## src/rtl/addsub_pkg.sv

```systemverilog
// Shared types and constants for the pipelined 32-bit add/subtract unit.
package addsub_pkg;
   localparam int ADDSUB_WIDTH = 32;
   localparam int ADDSUB_HALF  = 16;

   typedef enum logic [1:0] {
      ADD  = 2'b00,
      SUB  = 2'b01,
      SLT  = 2'b10,
      SLTU = 2'b11
   } addsub_op_e;

   typedef struct packed {
      logic n;
      logic z;
      logic c;
      logic v;
   } addsub_flags_t;
endpackage

```

## src/rtl/CLA_16bit.sv

```systemverilog
// 16-bit carry-lookahead adder built from four 4-bit groups; o_g is the
// carry-out of the whole block, including the effect of i_cin.
module CLA_16bit (
   input  logic [15:0] i_a,
   input  logic [15:0] i_b,
   input  logic        i_cin,
   output logic [15:0] o_sum,
   output logic        o_g
);
   logic [15:0] w_g, w_p, w_c;
   logic [3:0]  w_gg, w_gp;
   logic [4:0]  w_cg;

   always_comb begin
      w_g  = i_a & i_b;
      w_p  = i_a ^ i_b;
      w_gg = '0;
      w_gp = '0;
      w_cg = '0;
      w_c  = '0;
      for (int k = 0; k < 4; k++) begin
         w_gg[k] = w_g[4*k+3]
                 | (w_p[4*k+3] & w_g[4*k+2])
                 | (w_p[4*k+3] & w_p[4*k+2] & w_g[4*k+1])
                 | ((&w_p[4*k+1 +: 3]) & w_g[4*k]);
         w_gp[k] = &w_p[4*k +: 4];
      end
      w_cg[0] = i_cin;
      for (int k = 0; k < 4; k++)
         w_cg[k+1] = w_gg[k] | (w_gp[k] & w_cg[k]);
      // Group carries are looked ahead; bits inside a group ripple from them.
      for (int k = 0; k < 4; k++) begin
         w_c[4*k] = w_cg[k];
         for (int j = 1; j < 4; j++)
            w_c[4*k+j] = w_g[4*k+j-1] | (w_p[4*k+j-1] & w_c[4*k+j-1]);
      end
   end

   assign o_sum = w_p ^ w_c;
   assign o_g   = w_cg[4];
endmodule

```

## src/rtl/addsub_pipe32.sv

```systemverilog
// Two-stage 32-bit ADD/SUB/SLT/SLTU unit: low half in stage 1, high half in stage 2.
// Define ADDSUB_SLT_EN to get 0/1 SLT/SLTU results; otherwise those ops act as SUB.
module addsub_pipe32
   import addsub_pkg::*;
#(
   parameter int WIDTH = 32,
   parameter int TAG_W = 5
) (
   input  logic             clk,
   input  logic             rst_n,
   input  logic             in_valid,
   output logic             in_ready,
   input  logic [1:0]       in_op,
   input  logic [WIDTH-1:0] in_a,
   input  logic [WIDTH-1:0] in_b,
   input  logic [TAG_W-1:0] in_tag,
   output logic             out_valid,
   input  logic             out_ready,
   output logic [WIDTH-1:0] out_result,
   output logic [3:0]       out_flags,
   output logic [TAG_W-1:0] out_tag
);
   localparam int HALF = WIDTH / 2;

   if (WIDTH != ADDSUB_WIDTH) begin : g_bad_width
      $error("addsub_pipe32: only WIDTH=32 is supported");
   end

   logic             w_sub, w_accept, w_s2_adv, w_c16, w_c32;
   logic [WIDTH-1:0] w_bx, w_raw, w_result;
   logic [HALF-1:0]  w_sum_lo, w_sum_hi;
   addsub_flags_t    w_flags;

   logic             r_s1_valid, r_s1_c16;
   logic [HALF-1:0]  r_s1_sum_lo, r_s1_a_hi, r_s1_bx_hi;
   logic [TAG_W-1:0] r_s1_tag;
`ifdef ADDSUB_SLT_EN
   addsub_op_e       r_s1_op;
`endif

   logic             r_s2_valid;
   logic [WIDTH-1:0] r_result;
   addsub_flags_t    r_flags;
   logic [TAG_W-1:0] r_tag;

   assign w_s2_adv = !r_s2_valid || out_ready;
   assign in_ready = !r_s1_valid || w_s2_adv;
   assign w_accept = in_valid && in_ready;

   // Subtraction is A + ~B + 1, with the +1 entering as the low-half carry-in.
   assign w_sub = (in_op != ADD);
   assign w_bx  = w_sub ? ~in_b : in_b;

   CLA_16bit u_cla_lo (
      .i_a   (in_a[HALF-1:0]),
      .i_b   (w_bx[HALF-1:0]),
      .i_cin (w_sub),
      .o_sum (w_sum_lo),
      .o_g   (w_c16)
   );

   // Stage 1: low-half sum and carry, high-half operands
   always_ff @(posedge clk or negedge rst_n) begin
      if (!rst_n) begin
         r_s1_valid  <= 1'b0;
         r_s1_c16    <= 1'b0;
         r_s1_sum_lo <= '0;
         r_s1_a_hi   <= '0;
         r_s1_bx_hi  <= '0;
         r_s1_tag    <= '0;
`ifdef ADDSUB_SLT_EN
         r_s1_op     <= ADD;
`endif
      end else if (w_accept) begin
         r_s1_valid  <= 1'b1;
         r_s1_c16    <= w_c16;
         r_s1_sum_lo <= w_sum_lo;
         r_s1_a_hi   <= in_a[WIDTH-1:HALF];
         r_s1_bx_hi  <= w_bx[WIDTH-1:HALF];
         r_s1_tag    <= in_tag;
`ifdef ADDSUB_SLT_EN
         r_s1_op     <= addsub_op_e'(in_op);
`endif
      end else if (w_s2_adv) begin
         r_s1_valid  <= 1'b0;
      end
   end

   CLA_16bit u_cla_hi (
      .i_a   (r_s1_a_hi),
      .i_b   (r_s1_bx_hi),
      .i_cin (r_s1_c16),
      .o_sum (w_sum_hi),
      .o_g   (w_c32)
   );

   assign w_raw     = {w_sum_hi, r_s1_sum_lo};
   assign w_flags.n = w_raw[WIDTH-1];
   assign w_flags.z = (w_raw == '0);
   assign w_flags.c = w_c32;
   assign w_flags.v = (r_s1_a_hi[HALF-1] == r_s1_bx_hi[HALF-1]) &&
                      (w_raw[WIDTH-1] != r_s1_a_hi[HALF-1]);

`ifdef ADDSUB_SLT_EN
   always_comb begin
      w_result = w_raw;
      case (r_s1_op)
         SLT:     w_result = {{(WIDTH-1){1'b0}}, w_flags.n ^ w_flags.v};
         SLTU:    w_result = {{(WIDTH-1){1'b0}}, !w_flags.c};
         default: w_result = w_raw;
      endcase
   end
`else
   assign w_result = w_raw;
`endif

   // Stage 2: high-half sum, flags and final result; holds under backpressure
   always_ff @(posedge clk or negedge rst_n) begin
      if (!rst_n) begin
         r_s2_valid <= 1'b0;
         r_result   <= '0;
         r_flags    <= '0;
         r_tag      <= '0;
      end else if (w_s2_adv) begin
         r_s2_valid <= r_s1_valid;
         if (r_s1_valid) begin
            r_result <= w_result;
            r_flags  <= w_flags;
            r_tag    <= r_s1_tag;
         end
      end
   end

   assign out_valid  = r_s2_valid;
   assign out_result = r_result;
   assign out_flags  = r_flags;
   assign out_tag    = r_tag;
endmodule

```

## config.mk

```make
export PLATFORM = sky130hd
export DESIGN_NAME = addsub_pipe32
export DESIGN_NICKNAME = d
export VERILOG_FILES = /design/src/rtl/addsub_pkg.sv /design/src/rtl/CLA_16bit.sv /design/src/rtl/addsub_pipe32.sv
export SDC_FILE = /design/constraint.sdc
export NUM_CORES = 1
export LEC_CHECK = 0
export CORE_MARGIN = 8
export CORE_UTILIZATION = 43
export CTS_CLUSTER_DIAMETER = 30
export DETAILED_ROUTE_END_ITERATION = 7
export HOLD_SLACK_MARGIN = 0.15
export PLACE_DENSITY_LB_ADDON = 0.15
export SLEW_MARGIN = 40
export SYNTH_ARGS = -nofsm -noshare
export SYNTH_HDL_FRONTEND = slang
export SYNTH_SLANG_ARGS = --single-unit
```

## constraint.sdc

```tcl
create_clock -name clk -period 7.74 [get_ports clk]
set_input_delay 2.322 -clock clk [delete_from_list [all_inputs] [get_ports clk]]
set_output_delay 2.322 -clock clk [all_outputs]
set_load 0.005 [all_outputs]
```

### After elaboration in Yosys (flattened, before gate mapping)

Index checks and enable logic that the tools add are counted.

* flip-flop bits (word level): 97
* input port bits: 75
* word-level logic and storage cells: 171

* equality and inequality tests: 2
* reductions and logical operators: 26
* muxes and demuxes: 3
* bitwise gates (word level): 127

Operators by type and width (count)
* bitwise AND 1 bit: 64
* bitwise XOR 16 bit: 4
* OR 1 bit: 56
* bitwise AND 16 bit: 2
* logical NOT 32 bit: 1
* 2-to-1 mux 32 bit: 1
* NOT 32 bit: 1
* AND reduction 4 bit: 8
* AND reduction 3 bit: 8
* nonzero test 2 bit: 2
* logical AND 1 bit: 2
* logical NOT 1 bit: 2
* logical OR 1 bit: 2
* 2-to-1 mux 1 bit: 2
* AND reduction 2 bit: 1
* equality test 1 bit: 1
* != test 1 bit: 1

### Longest topological paths before layout

* depth after elaboration: 19
* mapped depth: 14
* gate-level depth less buffers: 14

### By module

A second synthesis with hierarchy kept.

* cells, all modules: 394
* area, all modules: 5416.4 µm²

By module, submodules not included
* addsub_pipe32: seq. area each 2402.3 µm², instances 1, cells each 257, area an instance 4045.1 µm²
* CLA_16bit (u_cla_hi): seq. area each 0.0 µm², instances 1, cells each 69, area an instance 688.2 µm²
* CLA_16bit (u_cla_lo): seq. area each 0.0 µm², instances 1, cells each 68, area an instance 683.2 µm²

### Least setup slack after synthesis

Ideal clock, no wire load.

* path type: input-to-reg
* from: input in_op[1]
* to: register r_s1_sum_lo[15]
* required time: 7.657 ns
* buffers on the path: 1
* cell stages on the path: 13
* path slack: 2.179 ns
* arrival: 5.479 ns
* setup time: 0.083 ns
* cell sequence: nor2_2 > buf_4 > xnor2_1 > ha_1 > nand3_2 > a211oi_2 > nor3_1 > o31a_1 > fa_1 > fa_1 > fa_1 > xor2_1 > o21ai_0

* cells in the longest elaborated chain, start to end: 19

RTL lines
* from (decl): line addsub_pipe32.sv:13 `input logic [1:0] in_op,`
* nonzero test 2 bit *: line addsub_pipe32.sv:51 `assign w_sub = (in_op != ADD);`
* 2-to-1 mux 32 bit: line addsub_pipe32.sv:52 `assign w_bx = w_sub ? ~in_b : in_b;`
* bitwise XOR 16 bit / bitwise AND 16 bit (equally long branches): line CLA_16bit.sv:16, CLA_16bit.sv:15
* bitwise AND 1 bit, on equally long branches: line CLA_16bit.sv:23, CLA_16bit.sv:24
* OR 1 bit / bitwise AND 1 bit (equally long branches): line CLA_16bit.sv:23, CLA_16bit.sv:24
* OR 1 bit: line CLA_16bit.sv:24 `| (w_p[4*k+3] & w_p[4*k+2] & w_g[4*k+1])`
* OR 1 bit: line CLA_16bit.sv:25 `| ((&w_p[4*k+1 +: 3]) & w_g[4*k]);`
* OR 1 bit: line CLA_16bit.sv:30 `w_cg[k+1] = w_gg[k] | (w_gp[k] & w_cg[k]);`
* [... 3 more ...]
* OR 1 bit: line CLA_16bit.sv:30
* bitwise AND 1 bit: line CLA_16bit.sv:35 `w_c[4*k+j] = w_g[4*k+j-1] | (w_p[4*k+j-1] & w_c[4*k+j-1]);`
* OR 1 bit: line CLA_16bit.sv:35
* bitwise AND 1 bit: line CLA_16bit.sv:35
* OR 1 bit: line CLA_16bit.sv:35
* bitwise AND 1 bit: line CLA_16bit.sv:35
* OR 1 bit: line CLA_16bit.sv:35
* bitwise XOR 16 bit *: line CLA_16bit.sv:39 `assign o_sum = w_p ^ w_c;`
* to (signal assigned): line addsub_pipe32.sv:77 `r_s1_sum_lo <= w_sum_lo;`
* to (decl): line addsub_pipe32.sv:35 `logic [HALF-1:0] r_s1_sum_lo, r_s1_a_hi, r_s1_bx_hi;`

Mark *: on every way between the ends. The rest lies on a longest branch, timed or not.
A chain may end at the register's enable or synchronous reset.

### Worst setup path in the final report

* from: input out_ready
* to: output in_ready

* cells in the longest elaborated chain, start to end: 2

RTL lines
* from (decl): line addsub_pipe32.sv:18 `input logic out_ready,`
* logical OR 1 bit: line addsub_pipe32.sv:46 `assign w_s2_adv = !r_s2_valid || out_ready;`
* logical OR 1 bit: line addsub_pipe32.sv:47 `assign in_ready = !r_s1_valid || w_s2_adv;`
* to (decl): line addsub_pipe32.sv:12 `output logic in_ready,`

No other way between the ends.

==> metrics.md <==
| Metric | Value |
|---|---|
| Die width | 127 um |
| Post-synth EDFFs | 0 |
| Initial core utilization | 43.9% |
| Initial DRC count | 249 |
| Total grt overflow | 0 |
| Post-DRT Antenna Nets | 0 |
| Fin cells | 779 |
| Most common cell on crit path | clkdlybuf4s50_1 |
| Max IR drop VDD | 0.0987 mV |
| Critical R2R Capture | out_flags[2]$_DFFE_PN0P_ |
| Slowest-stage cell, CP | clkdlybuf4s50_1 |
| Hold Slack | 0.473 ns |
| Clock Path Buffers | 2 |
| # DRC | 0 |
| Post-synthesis cell type count | 37 |
| Final clock skew | 0.00734 ns |
| Max FO, Critical Path | 4 |
| Crit share post-route | 76.7% |
| Clk Latency, worst-skew pair | 0.34 ns |
| Worst Hold End | out_tag[3]$_DFFE_PN0P_ |
| Tot GR Track Use | 16.0% |
| Max cap viols | 0 |
| WP data required | 5.42 ns |
| Num ports | 118 |
| Max Clk Rate | 168 MHz |
| Die H | 127 um |
| Met3 WL | 650 um |
| DR vias/cell | 4.94 |
| Asr flop ratio synth | 100% |
| Synth Cell Area | 5260 sq um |
| Final WL | 12,300 um |
| Placed insts | 763 |
| Slew Viols, Final | 0 |
| HP Class | register to register |
| Core Region | 12,000 sq um |
| Status | complete, no violations |
| Wl on met1 | 6020 um |
| WS Path Type | input port to output pin |
| Syn avg cell area | 10.2 sq um |
| Arrival @ worst endpoint | 3.62 ns |
| Slack of the worst reg-to-reg path | 3.79 ns |
| Cell family with most CP delay | buffers and inverters |
| RR Startpoint | r_s1_a_hi[2]$_DFFE_PN0P_ |
| Num rows | 40 |
| Drt first pass iters | 4 |
| Gates resized, CTS repair | 0 |
| Warnings, synthesis | 0 |
| WL/cell | 15.8 um |
| Commonest register cell after synthesis | dfrtp_1 |
| Largest area contributor in the netlist | dfrtp_1 |
| CP startpoint kind | input port |
| Most common cell in the netlist | nand2_1 |
| First-pass GRT wire length | 20,700 um |
| Total vias in the final route | 3,850 |
| Met2 wire len | 5330 um |
| Number of global-route vias before repair | 4,170 |
| # setup viols final | 0 |
| Unrepaired setup endpoints after global routing | false |
| Reg clk slew, reported paths | 0.07 ns |
| Hold path depth | 2 |
| Largest net degree at the start of global routing | 57 |
| Die ar. | 16,000 sq um |
| Sink Count | 96 |
| Most frequent cells after synthesis | 139 x nand2_1, 96 x dfrtp_1, 44 x o21ai_0, 37 x xnor2_1, 34 x inv_1 |
| Static Leak | 3.12 nW |
| Synth area leaders | dfrtp_1 46%, nand2_1 9.9%, fa_1 8.8%, ha_1 7.6%, xnor2_1 6.2% |
| Fillers | 1,065 |
| Clock Tree Root | clkbuf_16 |
| Sequential area share after synthesis | 45.7% |
| Tmin final | 5.94 ns |
| Relative slew margins | 52.3% |
| Port bufs | 117 |
| PwrDens | 265 nW/um^2 |
| HPWL after DPL | 9600 um |
| Fin nets | 757 |
| Share of the synthesized area in the top cell type | 45.7% |
| Hold buffers post-CTS | 0 |
| GP Congestion | 0.832 |
| Post-CTS Setup Bufs | 0 |
| Critical Path, Cell by Cell | clkdlybuf4s50_1 -> nand3b_1 -> clkdlybuf4s50_1 |
| Slew @ Worst Pin | 0.716 ns |
| CTS H-tree lvls | 3 |
| Layout cells sized above 1 | 7.91% |
| TritonCTS clock tree | yes |
| Area Growth Syn to Fin | 30.6% |
| Gate Count Post-Synth | 516 |
| Flops & latches, synth | 96 |
| Buf/Inv on CP | 2 |
| Final Hold Violating Endpoints | 0 |
| Worst Reg-to-Reg Cells | 13 |
| Post-synth net total | 646 |
| Number of diodes | 0 |
| Cts bufs inserted | 9 |
| HP Start | r_s1_tag[3]$_DFFE_PN0P_ |
| Initial antenna violation count | 0 |
| Top Layer Used | met4 |
| Setup_tns | 0 ns |
| Max incr delay on CP | 0.57 ns |
| Crit end category | output pin |
-- metal layers --
layer  global-route usage [%]  up-vias
li1                         -     1918
met1                     22.1     1819
met2                     23.5       95
met3                     3.48       18
met4                     7.29        0
met5                        0        -
-- power by group --
group	internal, W	leakage (nW)	total (W)	switching, W
registers	0.000631	1.17	0.000728	0.0000966
logic	0.000336	1.80	0.000615	0.000279
clock network	0.000283	0.152	0.000473	0.000190
total	0.00125	3.12	0.00182	0.000565
-- worst reg2reg max path, stage by stage, from the launching register on --
cell and delay (ns):
dfrtp_1 0.42, ha_1 0.33, a21oi_1 0.13, o21ai_0 0.14
a21o_1 0.26, a211o_1 0.31, fa_1 0.39, fa_1 0.42
fa_1 0.48, nor2b_1 0.17, nand4_1 0.10, nor4_1 0.38
nand4_1 0.14, o21ai_0 0.18
-- cell families (layout without fill, tap and decap cells) --
kind of cell,after synthesis,count (layout),synth area share (%)
simple gates,172,172,13.7
flops,96,96,45.7
compound gates,73,73,7.93
fa+ha+maj,55,55,16.4
buf+inv,55,171,4.43
xor+xnor,42,42,7.00
mux,23,23,4.90
-- layout by cell type, fill, tap and decap left out, types with 2 or more instances in the layout --
| cell type | instances |
|---|---|
| inv_1 | 34 |
| a21oi_1 | 16 |
| bufinv_16 | 2 |
| o21ai_0 | 44 |
| clkinvlp_4 | 2 |
| nand2b_1 | 3 |
| clkinv_2 | 2 |
| xor2_1 | 5 |
| a21o_1 | 2 |
| fa_1 | 23 |
| clkbuf_16 | 9 |
| ha_1 | 32 |
| nor4_1 | 6 |
| a211oi_1 | 2 |
| nor3_1 | 2 |
| mux2_2 | 22 |
| xnor2_1 | 37 |
| nand2_1 | 138 |
| dfrtp_1 | 96 |
| clkdlybuf4s50_1 | 116 |
| nand4_1 | 8 |
| nand3_1 | 3 |
| nor2_1 | 4 |
| buf_4 | 5 |
| a211o_1 | 2 |
-- layout make-up --
cell class / instances / area (sq um) / share of cell area (%)
Multi-Input combinational cell: 365 / 2630 / 38.4
Inverter: 34 / 128 / 1.86
Clock buffer: 9 / 225 / 3.28
Sequential cell: 96 / 2400 / 35.0
Clock inverter: 7 / 93.8 / 1.37
Timing Repair Buffer: 121 / 1200 / 17.5
Tap cell: 147 / 184 / 2.68
-- how the worst max path moves through the flow --
stage,slack (ns),cells past startpoint,startpoint,endpoint
finish,1.80,3,out_ready,in_ready
global route,1.66,13,in_op[1],r_s1_sum_lo[15]$_DFFE_PN0P_
CTS,1.79,3,out_ready,in_ready
detailed placement,1.53,13,in_op[1],r_s1_sum_lo[15]$_DFFE_PN0P_
global placement,1.33,13,in_op[1],r_s1_sum_lo[15]$_DFFE_PN0P_
floorplan,2.18,13,in_op[1],r_s1_sum_lo[15]$_DFFE_PN0P_
-- stage by stage --
step | utilization, % | total power, W | area, sq um | setup slack (ns)
final | 57.4 | 0.00182 | 6870 | 1.80
after CTS | 57.4 | 0.00184 | 6870 | 1.79
after global placement | 54.6 | 0.00134 | 6540 | 1.33
after floorplan | - | 0.00103 | 5260 | 2.18
after global routing | 57.4 | 0.00194 | 6870 | 1.66
after detailed placement | 54.7 | 0.00136 | 6550 | 1.53
-- flip-flops by register name, summed over array words and instances, names as in the netlist --
signal       cells
out_result      32
r_s1_a_hi       16
r_s1_bx_hi      16
r_s1_sum_lo     16
out_tag          5
r_s1_tag         5
out_flags        3
out_valid        1
r_s1_c16         1
r_s1_valid       1
Note: power is estimated with default switching activity, not from simulation.
